===== src/rtl/senha_controle.sv =====
// senha_controle: session controller for the 4-digit password FSM.
// Opens and closes password sessions (EM_SENHA), generates the inactivity
// timeout (TEMP_INATI), counts consecutive wrong attempts with lockout, and
// times the door-open window after a correct code.
//
// Ports:
//   clk        in   system clock, rising edge
//   rst        in   asynchronous active-high reset
//   INICIA     in   start-session pulse
//   CANCELA    in   abort-session pulse
//   EN         in   digit-entered strobe
//   CERTO      in   FSM in state OK
//   ERRO       in   FSM in state ER (one-cycle pulse)
//   INATIVO    in   FSM in state IN
//   S_INATI    in   FSM in a digit state S1..S4
//   EM_SENHA   out  session enable to the FSM
//   TEMP_INATI out  inactivity timeout to the FSM
//   ABRE       out  door-open command
//   BLOQUEADO  out  lockout active
//   N_ERROS    out  consecutive-error count
module senha_controle #(
    parameter int unsigned TIMEOUT     = 50,
    parameter int unsigned MAX_ERROS   = 3,
    parameter int unsigned OPEN_CYCLES = 20,
    parameter int unsigned LOCK_CYCLES = 100
) (
    input  logic       clk,
    input  logic       rst,
    input  logic       INICIA,
    input  logic       CANCELA,
    input  logic       EN,
    input  logic       CERTO,
    input  logic       ERRO,
    input  logic       INATIVO,
    input  logic       S_INATI,
    output logic       EM_SENHA,
    output logic       TEMP_INATI,
    output logic       ABRE,
    output logic       BLOQUEADO,
    output logic [3:0] N_ERROS
);

    localparam int unsigned TW       = $clog2(TIMEOUT + 1);
    localparam int unsigned EW       = $clog2(MAX_ERROS + 1);
    localparam int unsigned HOLD_MAX = (OPEN_CYCLES > LOCK_CYCLES) ? OPEN_CYCLES : LOCK_CYCLES;
    localparam int unsigned HW       = $clog2(HOLD_MAX + 1);

    localparam logic [TW-1:0] TMAX = TW'(TIMEOUT);
    localparam logic [EW-1:0] EMAX = EW'(MAX_ERROS);
    localparam logic [HW-1:0] OMAX = HW'(OPEN_CYCLES);
    localparam logic [HW-1:0] LMAX = HW'(LOCK_CYCLES);

    typedef enum logic [1:0] {
        ST_IDLE,
        ST_SESSAO,
        ST_ABERTO,
        ST_BLOQ
    } state_t;

    state_t        r_state, w_state_n;
    logic          r_em, w_em_n;
    logic          r_temp, w_temp_n;
    logic          r_abre, w_abre_n;
    logic          r_bloq, w_bloq_n;
    logic [EW-1:0] r_nerros, w_nerros_n;
    logic [EW-1:0] w_nerros_inc;
    logic [TW-1:0] r_tmr, w_tmr_n;
    // Shared cycle counter for the ABRE window and the lockout period;
    // the two never run at the same time.
    logic [HW-1:0] r_hold, w_hold_n;

    always_ff @(posedge clk or posedge rst) begin
        if (rst) begin
            r_state  <= ST_IDLE;
            r_em     <= 1'b0;
            r_temp   <= 1'b0;
            r_abre   <= 1'b0;
            r_bloq   <= 1'b0;
            r_nerros <= '0;
            r_tmr    <= '0;
            r_hold   <= '0;
        end else begin
            r_state  <= w_state_n;
            r_em     <= w_em_n;
            r_temp   <= w_temp_n;
            r_abre   <= w_abre_n;
            r_bloq   <= w_bloq_n;
            r_nerros <= w_nerros_n;
            r_tmr    <= w_tmr_n;
            r_hold   <= w_hold_n;
        end
    end

    always_comb begin
        w_state_n    = r_state;
        w_em_n       = r_em;
        w_abre_n     = r_abre;
        w_bloq_n     = r_bloq;
        w_nerros_n   = r_nerros;
        w_hold_n     = r_hold;
        // Timer and timeout flag fall to zero unless the session keeps
        // counting undisturbed; this covers every clearing condition.
        w_tmr_n      = '0;
        w_temp_n     = 1'b0;
        w_nerros_inc = r_nerros + 1'b1;

        unique case (r_state)
            ST_IDLE: begin
                w_em_n   = 1'b0;
                w_abre_n = 1'b0;
                w_bloq_n = 1'b0;
                w_hold_n = '0;
                if (INICIA) begin
                    w_state_n = ST_SESSAO;
                    w_em_n    = 1'b1;
                end
            end

            ST_SESSAO: begin
                w_em_n = 1'b1;
                if (CANCELA) begin
                    w_state_n = ST_IDLE;
                    w_em_n    = 1'b0;
                end else if (CERTO) begin
                    w_state_n  = ST_ABERTO;
                    w_nerros_n = '0;
                    w_abre_n   = 1'b1;
                    w_hold_n   = HW'(1);
                end else if (INATIVO) begin
                    w_state_n = ST_IDLE;
                    w_em_n    = 1'b0;
                end else if (ERRO) begin
                    w_nerros_n = w_nerros_inc;
                    if (w_nerros_inc == EMAX) begin
                        w_state_n = ST_BLOQ;
                        w_em_n    = 1'b0;
                        w_bloq_n  = 1'b1;
                        w_hold_n  = HW'(1);
                    end
                end else if (S_INATI && !EN) begin
                    w_tmr_n  = (r_tmr == TMAX) ? TMAX : r_tmr + 1'b1;
                    w_temp_n = (w_tmr_n == TMAX);
                end
            end

            ST_ABERTO: begin
                // r_hold counts ABRE-high cycles, starting at 1 on entry.
                if (CANCELA || r_hold == OMAX) begin
                    w_state_n = ST_IDLE;
                    w_em_n    = 1'b0;
                    w_abre_n  = 1'b0;
                    w_hold_n  = '0;
                end else begin
                    w_hold_n = r_hold + 1'b1;
                end
            end

            ST_BLOQ: begin
                w_em_n = 1'b0;
                if (r_hold == LMAX) begin
                    w_state_n  = ST_IDLE;
                    w_bloq_n   = 1'b0;
                    w_nerros_n = '0;
                    w_hold_n   = '0;
                end else begin
                    w_hold_n = r_hold + 1'b1;
                end
            end

            default: begin
                w_state_n = ST_IDLE;
                w_em_n    = 1'b0;
                w_abre_n  = 1'b0;
                w_bloq_n  = 1'b0;
                w_hold_n  = '0;
            end
        endcase
    end

    assign EM_SENHA   = r_em;
    assign TEMP_INATI = r_temp;
    assign ABRE       = r_abre;
    assign BLOQUEADO  = r_bloq;
    assign N_ERROS    = 4'(r_nerros);

endmodule


===== config.mk =====
export PLATFORM = sky130hd
export DESIGN_NAME = senha_controle
export DESIGN_NICKNAME = d
export VERILOG_FILES = /design/src/rtl/senha_controle.sv
export SDC_FILE = /design/constraint.sdc
export NUM_CORES = 1
export LEC_CHECK = 0
export CAP_MARGIN = 20
export CELL_PAD_IN_SITES_DETAIL_PLACEMENT = 1
export CELL_PAD_IN_SITES_GLOBAL_PLACEMENT = 1
export CORE_UTILIZATION = 42
export DETAILED_ROUTE_END_ITERATION = 10
export GPL_TIMING_DRIVEN = 0
export PLACE_DENSITY = 0.76
export SLEW_MARGIN = 20
export SYNTH_ARGS = -nofsm -noshare
export SYNTH_HDL_FRONTEND = slang
export SYNTH_SLANG_ARGS = --single-unit

===== constraint.sdc =====
create_clock -name clk -period 2.4 [get_ports clk]
set_input_delay 0.36 -clock clk [delete_from_list [all_inputs] [get_ports clk]]
set_output_delay 0.36 -clock clk [all_outputs]
set_load 0.01 [all_outputs]

==> reports/metrics.yaml, run 1 <==
pwr:
  power_density_mw_per_mm2: 838.2
  p_comb_share_pct: 48.6
  vdd_drop_max_mv: 0.4042
  p_leak_nw: 0.6638
  power.share.switching_pct: 40.62
  pwr-share-seq_pct: 37.3
  power_mw: 1.305
  p_switching_mw: 0.5300
  p_int_mw: 0.7747
  pwr-share-clk_pct: 14.1
grt:
  first_global_vias: 1159
  grt_pass1_wl_um: 5333
  antenna_found_initial: 0
  grt_max_degree: 22
  overflow: 0
  grt_usage_pct: 21.01
detailed_routing:
  finalWirelength_um: 3102
  drc: 0
  via_count: 1089
  ant_nets: 0
  drt_iter0_drc: 38
  post_drt_wl_per_cell_um: 15.51
  viasPerCell: 5.445
  drtPass1Iterations: 4
final_layout:
  num_antenna_cells: 0
  n_fill_cell: 351
  final_cell_area_mm2: 0.001556
  area_delta_synth_final_pct: 17.03
  drive_gt1_share_pct: 7.692
  layout.cells.non_filler: 200
  final_nets: 175
timing:
  finalSetupTns_ps: 0
  rsz0062_at_grt: "no"
  slew_headroom_pct: 43.62
  skew_ps: 5.378
  fmax_mhz: 459.9
  worstMarginPinSlew_ps: 844.7
  period_share_pct: 90.60
  setup-violations-final: 0
  drv_slew: 0
  hold_viol: 0
  period_needed_ps: 2174
synth:
  synth.avg_cell_area_um2: 9.708
  ys_ff_latch: 21
  ys.flop_type: "dfrtp_1"
  ys_async_sr_fraction_pct: 100.0
  synth_top_area_cell: "dfrtp_1"
  synthCells: 137
  netlist_area_mm2: 0.001330
  synth_seq_area_share_pct: 39.51
  synthTopCellsByArea: "dfrtp_1 40%, ha_1 8.5%, inv_1 3.7%"
  synth_edf_count: 0
  synth.distinct_cells: 46
  yosys_warnings: 0
  synth_top_area_share_pct: 39.51
die:
  initial_core_util_pct: 43.93
  dieArea_mm2: 0.003396
  row_count: 20
  coreArea_mm2: 0.003028
  die_w_um: 58.28
  io-pin-count: 17
  die_h_um: 58.28
critical_path:
  r2r_setup_slack_ps: 230
  timing.rr.end: "r_state[1]"
  critPathArrivalTime_ps: 2390
  crit_start: "r_hold[0]"
  cp-endpoint: "r_state[1]"
  reg2reg_depth: 6
  cp-end-kind: "flop"
  worst-path-max-fanout: 7
  crit_type: "flop to flop"
  start_kind: "flop"
  r2r-start: "r_hold[0]"
  cp.required_ps: 2610
placement:
  portBuffers: 14
  hpwlAfterDp_um: 2322
  post-place-cells: 196
  dpl_cell_area_mm2: 0.001529
  gp_congestion: 0.7666
worst_hold_path:
  worstHoldPathType: "input port to async pin"
clock_network:
  cts_tree: "built"
  clock_latency_ps: 320
  clockBufferDepth: 2
  h-tree-depth: 1
  root_buffer: "clkbuf_4"
  cts.sinks: 21
  cts_resized: 0
  cts_hold_buf: 0
  path_clk_slew_ps: 130
  cts_made_buffers: 3
  post_cts_buffers: 0
status:
  outcome: "finished clean"
run:
  cap_violations: 0
==> power groups by stage <==
stage / sequential, mW / clock, mW / combinational [mW]
finish: 0.487 / 0.184 / 0.634
detailed placement: 0.495 / 0 / 0.629
global placement: 0.489 / 0 / 0.604
CTS: 0.488 / 0.193 / 0.635
floorplan: 0.497 / 0 / 0.415
global route: 0.501 / 0.204 / 0.705
==> cells in the final DEF (no fill, tap or decap), drive strengths merged, types with 2 or more instances in the layout <==
cell type	count
a22o	3
nand3	7
a21oi	8
conb	2
xnor2	4
clkdlybuf4s50	14
ha	9
nor2b	4
o21ai	5
xor2	2
buf	2
o31ai	2
clkbuf	5
a21o	3
nor4b	2
a22oi	2
nor2	8
nor3	2
a31oi	4
inv	13
nand2b	2
dfrtp	21
mux2	2
nand2	9
or4	2
==> critical path, cell delays in order (launching register included) <==
cell and delay [ps]:
dfrtp_1 440, inv_1 100, ha_1 150, nand2_1 110
o41ai_2 730, nand3_2 190, mux2_1 350
==> registers in the layout (all words and copies together), names as in the netlist <==
register / flops
r_state: 2
r_hold: 7
BLOQUEADO: 1
TEMP_INATI: 1
EM_SENHA: 1
r_tmr: 6
ABRE: 1
r_nerros: 2
==> synth_stat cells, types with 3 or more instances <==
cell type / number
a31oi_1: 4
dfrtp_1: 21
nand2_1: 9
o21ai_0: 3
inv_1: 13
nor2b_1: 4
a21o_1: 3
a22o_1: 3
nand3_1: 6
nor2_1: 8
xnor2_1: 4
ha_1: 9
a21oi_1: 8
==> logic make-up after synthesis <==
group | Yosys count | synth area share (%)
fa+ha+maj | 9 | 8.467
xor+xnor | 6 | 3.951
simple gates | 42 | 17.78
compound gates | 38 | 22.20
mux | 3 | 2.446
buf+inv | 17 | 5.362
other cells | 1 | 0.2819
flops | 21 | 39.51
==> worst min path at each step <==
| stage | from | end | slack [ps] | cells past startpoint |
|---|---|---|---|---|
| floorplan | rst | ABRE | 340 | 1 |
| global placement | r_tmr[0] | r_tmr[0] | 500 | 1 |
| detailed placement | r_tmr[0] | r_tmr[0] | 510 | 1 |
| CTS | r_tmr[0] | r_tmr[0] | 530 | 1 |
| global route | r_tmr[0] | r_tmr[0] | 550 | 1 |
| finish | rst | r_hold[0] | 500 | 2 |
==> layer usage <==
metal	vias to the layer above	track usage (%)	share of wire (%)
li1	530	-	-
met1	541	26.89	46
met2	12	35.30	51
met3	6	2.902	1.7
met4	0	9.184	1.7
met5	-	0	0
==> metrics by stage <==
step / setup slack [ps] / utilization, % / hold slack (ps)
6_report: 225.6 / 51.41 / 498.9
2_1_floorplan: 597.3 / - / 336.5
3_5_place_dp: 121.3 / 50.50 / 508.1
5_1_grt: 139.9 / 51.41 / 554.2
4_1_cts: 199.0 / 51.41 / 527.6
3_3_place_gp: 157.5 / 50.50 / 497.3
==> area by class of cell <==
| cell class | count | area, um^2 | area share, % |
|---|---|---|---|
| clock inverter | 1 | 5.005 | 0.3215 |
| timing repair buffer | 14 | 140.1 | 9.003 |
| inverter | 13 | 48.80 | 3.135 |
| clock buffer | 3 | 22.52 | 1.447 |
| multi-input combinational | 100 | 737.0 | 47.35 |
| tap | 44 | 55.05 | 3.537 |
| sequential | 21 | 525.5 | 33.76 |
| buffer | 4 | 22.52 | 1.447 |
(Power assumes the default switching activity.)
==> run 2: changes to the inputs <==
--- a/config.mk
+++ b/config.mk
@@ -8,9 +8,11 @@
 export CAP_MARGIN = 20
 export CELL_PAD_IN_SITES_DETAIL_PLACEMENT = 1
 export CELL_PAD_IN_SITES_GLOBAL_PLACEMENT = 1
+export CORE_MARGIN = 5
 export CORE_UTILIZATION = 42
 export DETAILED_ROUTE_END_ITERATION = 10
 export GPL_TIMING_DRIVEN = 0
+export HOLD_SLACK_MARGIN = 0.02
 export PLACE_DENSITY = 0.76
 export SLEW_MARGIN = 20
 export SYNTH_ARGS = -nofsm -noshare
==> reports/metrics.yaml, run 2 (same netlist as run 1, synthesis figures left out) <==
status:
  outcome: "finished clean"
die:
  die_h_um: 66.28
  dieArea_mm2: 0.004392
  row_count: 20
  initial_core_util_pct: 43.57
  coreArea_mm2: 0.003053
  io-pin-count: 17
  die_w_um: 66.28
grt:
  grt_pass1_wl_um: 5547
  first_global_vias: 1223
  overflow: 0
  grt_max_degree: 22
  gr-usage-met3_pct: 2.721
  met2_usage_pct: 30.73
  antenna_found_initial: 0
  grt_usage_pct: 16.12
  grt_busiest_layer: "met2"
  grtUsageMet1_pct: 17.59
clock_network:
  clockBufferDepth: 2
  h-tree-depth: 1
  cts.sinks: 21
  cts_made_buffers: 3
  root_buffer: "clkbuf_4"
  cts_hold_buf: 0
  cts_tree: "built"
  cts_resized: 0
  post_cts_buffers: 0
  path_clk_slew_ps: 120
  clock_latency_ps: 300
critical_path:
  r2r-start: "r_state[1]"
  crit_slowest_cell: "dfrtp_1"
  crit_path_cell_trace: "inv_1 -> ha_1 -> nor4b_2 -> nand3_1 -> a21o_1 -> a2111oi_2"
  start_kind: "flop"
  timing.rr.end: "TEMP_INATI"
  r2r_setup_slack_ps: 290
  worst-path-max-fanout: 5
  critPathArrivalTime_ps: 2290
  crit_path_max_incr_delay_ps: 440
  reg2reg_depth: 6
  cp.required_ps: 2590
  cp-end-kind: "flop"
  crit_type: "flop to flop"
detailed_routing:
  finalWirelength_um: 3146
  post_drt_wl_per_cell_um: 15.73
  drt_iter0_drc: 36
  via_count: 1082
  ant_nets: 0
  drtPass1Iterations: 4
  viasPerCell: 5.410
  drc: 0
timing:
  hold_viol: 0
  worstMarginPinSlew_ps: 824.7
  drv_slew: 0
  setup-violations-final: 0
  rsz0062_at_grt: "no"
  slew_headroom_pct: 44.96
  period_share_pct: 87.74
  period_needed_ps: 2106
  finalSetupTns_ps: 0
  skew_ps: 2.192
  fmax_mhz: 474.9
final_layout:
  num_antenna_cells: 0
  largest_reg_flops: 7
  regMostFlops: "r_hold"
  regArea_um2: 525.5
  final_common_cell: "dfrtp_1"
  drive_gt1_share_pct: 7.051
  post-route-util_pct: 50.94
  layout_common_cells: "21 x dfrtp_1, 14 x clkdlybuf4s50_1, 13 x inv_1"
  final_nets: 175
  area_delta_synth_final_pct: 16.93
  n_fill_cell: 362
  top_regs: "r_hold (7), r_tmr (6)"
  multiInputGateArea_um2: 737.0
placement:
  portBuffers: 14
  hpwlAfterDp_um: 2489
  gp_congestion: 0.8373
run:
  cap_violations: 0
pwr:
  power_density_mw_per_mm2: 822.5
  vdd_drop_max_mv: 0.3394
  p_leak_nw: 0.6610
worst_hold_path:
  worstHoldPathType: "input port to async pin"
## run 2: cell count changes in the layout (fill, tap and decap cells not counted)
cell	before	now
clkbuf_1	2	3
clkinv_2	1	0
## run 2: final cells by class
class	count	share of cell area, %
Timing Repair Buffer	14	9.010
Buffer	4	1.448
Multi-Input combinational cell	100	47.39
Inverter	13	3.138
Clock buffer	4	1.689
Sequential cell	21	33.79
Tap cell	44	3.540
## run 2: worst max path at each step
| stage | start | end | slack [ps] |
|---|---|---|---|
| after floorplan | r_hold[0] | r_state[1] | 600 |
| after global placement | CANCELA | r_hold[5] | 180 |
| after detailed placement | CERTO | TEMP_INATI | 50 |
| after CTS | r_hold[0] | r_nerros[0] | 280 |
| after global routing | r_hold[0] | r_nerros[0] | 170 |
| final | r_state[1] | TEMP_INATI | 290 |
## run 2: worst max-delay path, delay by kind of cell (launching register included)
family	cells	cell delay (ps)
buffers and inverters	1	130
AO/OA/AOI/OAI	2	520
adder cells (fa/ha/maj)	1	190
AND/OR/NAND/NOR	2	720
flip-flops	1	440
## run 2: stage by stage
stage	instances	setup slack, ps	power [mW]	area (um^2)	hold WS (ps)
after floorplan	138	597.3	0.9115	1334	336.5
after global placement	196	185.0	1.099	1529	496.7
after detailed placement	196	54.67	1.114	1529	507.1
after CTS	200	279.3	1.295	1555	530.5
after global routing	200	170.7	1.391	1555	553.6
final	200	294.3	1.279	1555	504.8
## run 2: where the power goes
| part | switching [mW] | internal, mW | total [mW] |
|---|---|---|---|
| Sequential | 0.0600 | 0.425 | 0.485 |
| Clock | 0.111 | 0.0647 | 0.176 |
| Combinational | 0.335 | 0.284 | 0.618 |
| Total | 0.506 | 0.773 | 1.28 |
## run 2: metal layers
metal / part of all wire (%) / wire (um)
met5: 0 / 0
met1: 43 / 1348
met4: 2.1 / 65
met2: 53 / 1674
met3: 1.8 / 57
==> run 3: changes to the inputs <==
--- a/config.mk
+++ b/config.mk
@@ -18,3 +18,4 @@
 export SYNTH_ARGS = -nofsm -noshare
 export SYNTH_HDL_FRONTEND = slang
 export SYNTH_SLANG_ARGS = --single-unit
+export TNS_END_PERCENT = 5
==> results of run 3 <==
Same layout as run 2: the final DEF is identical, and so are final timing and power.
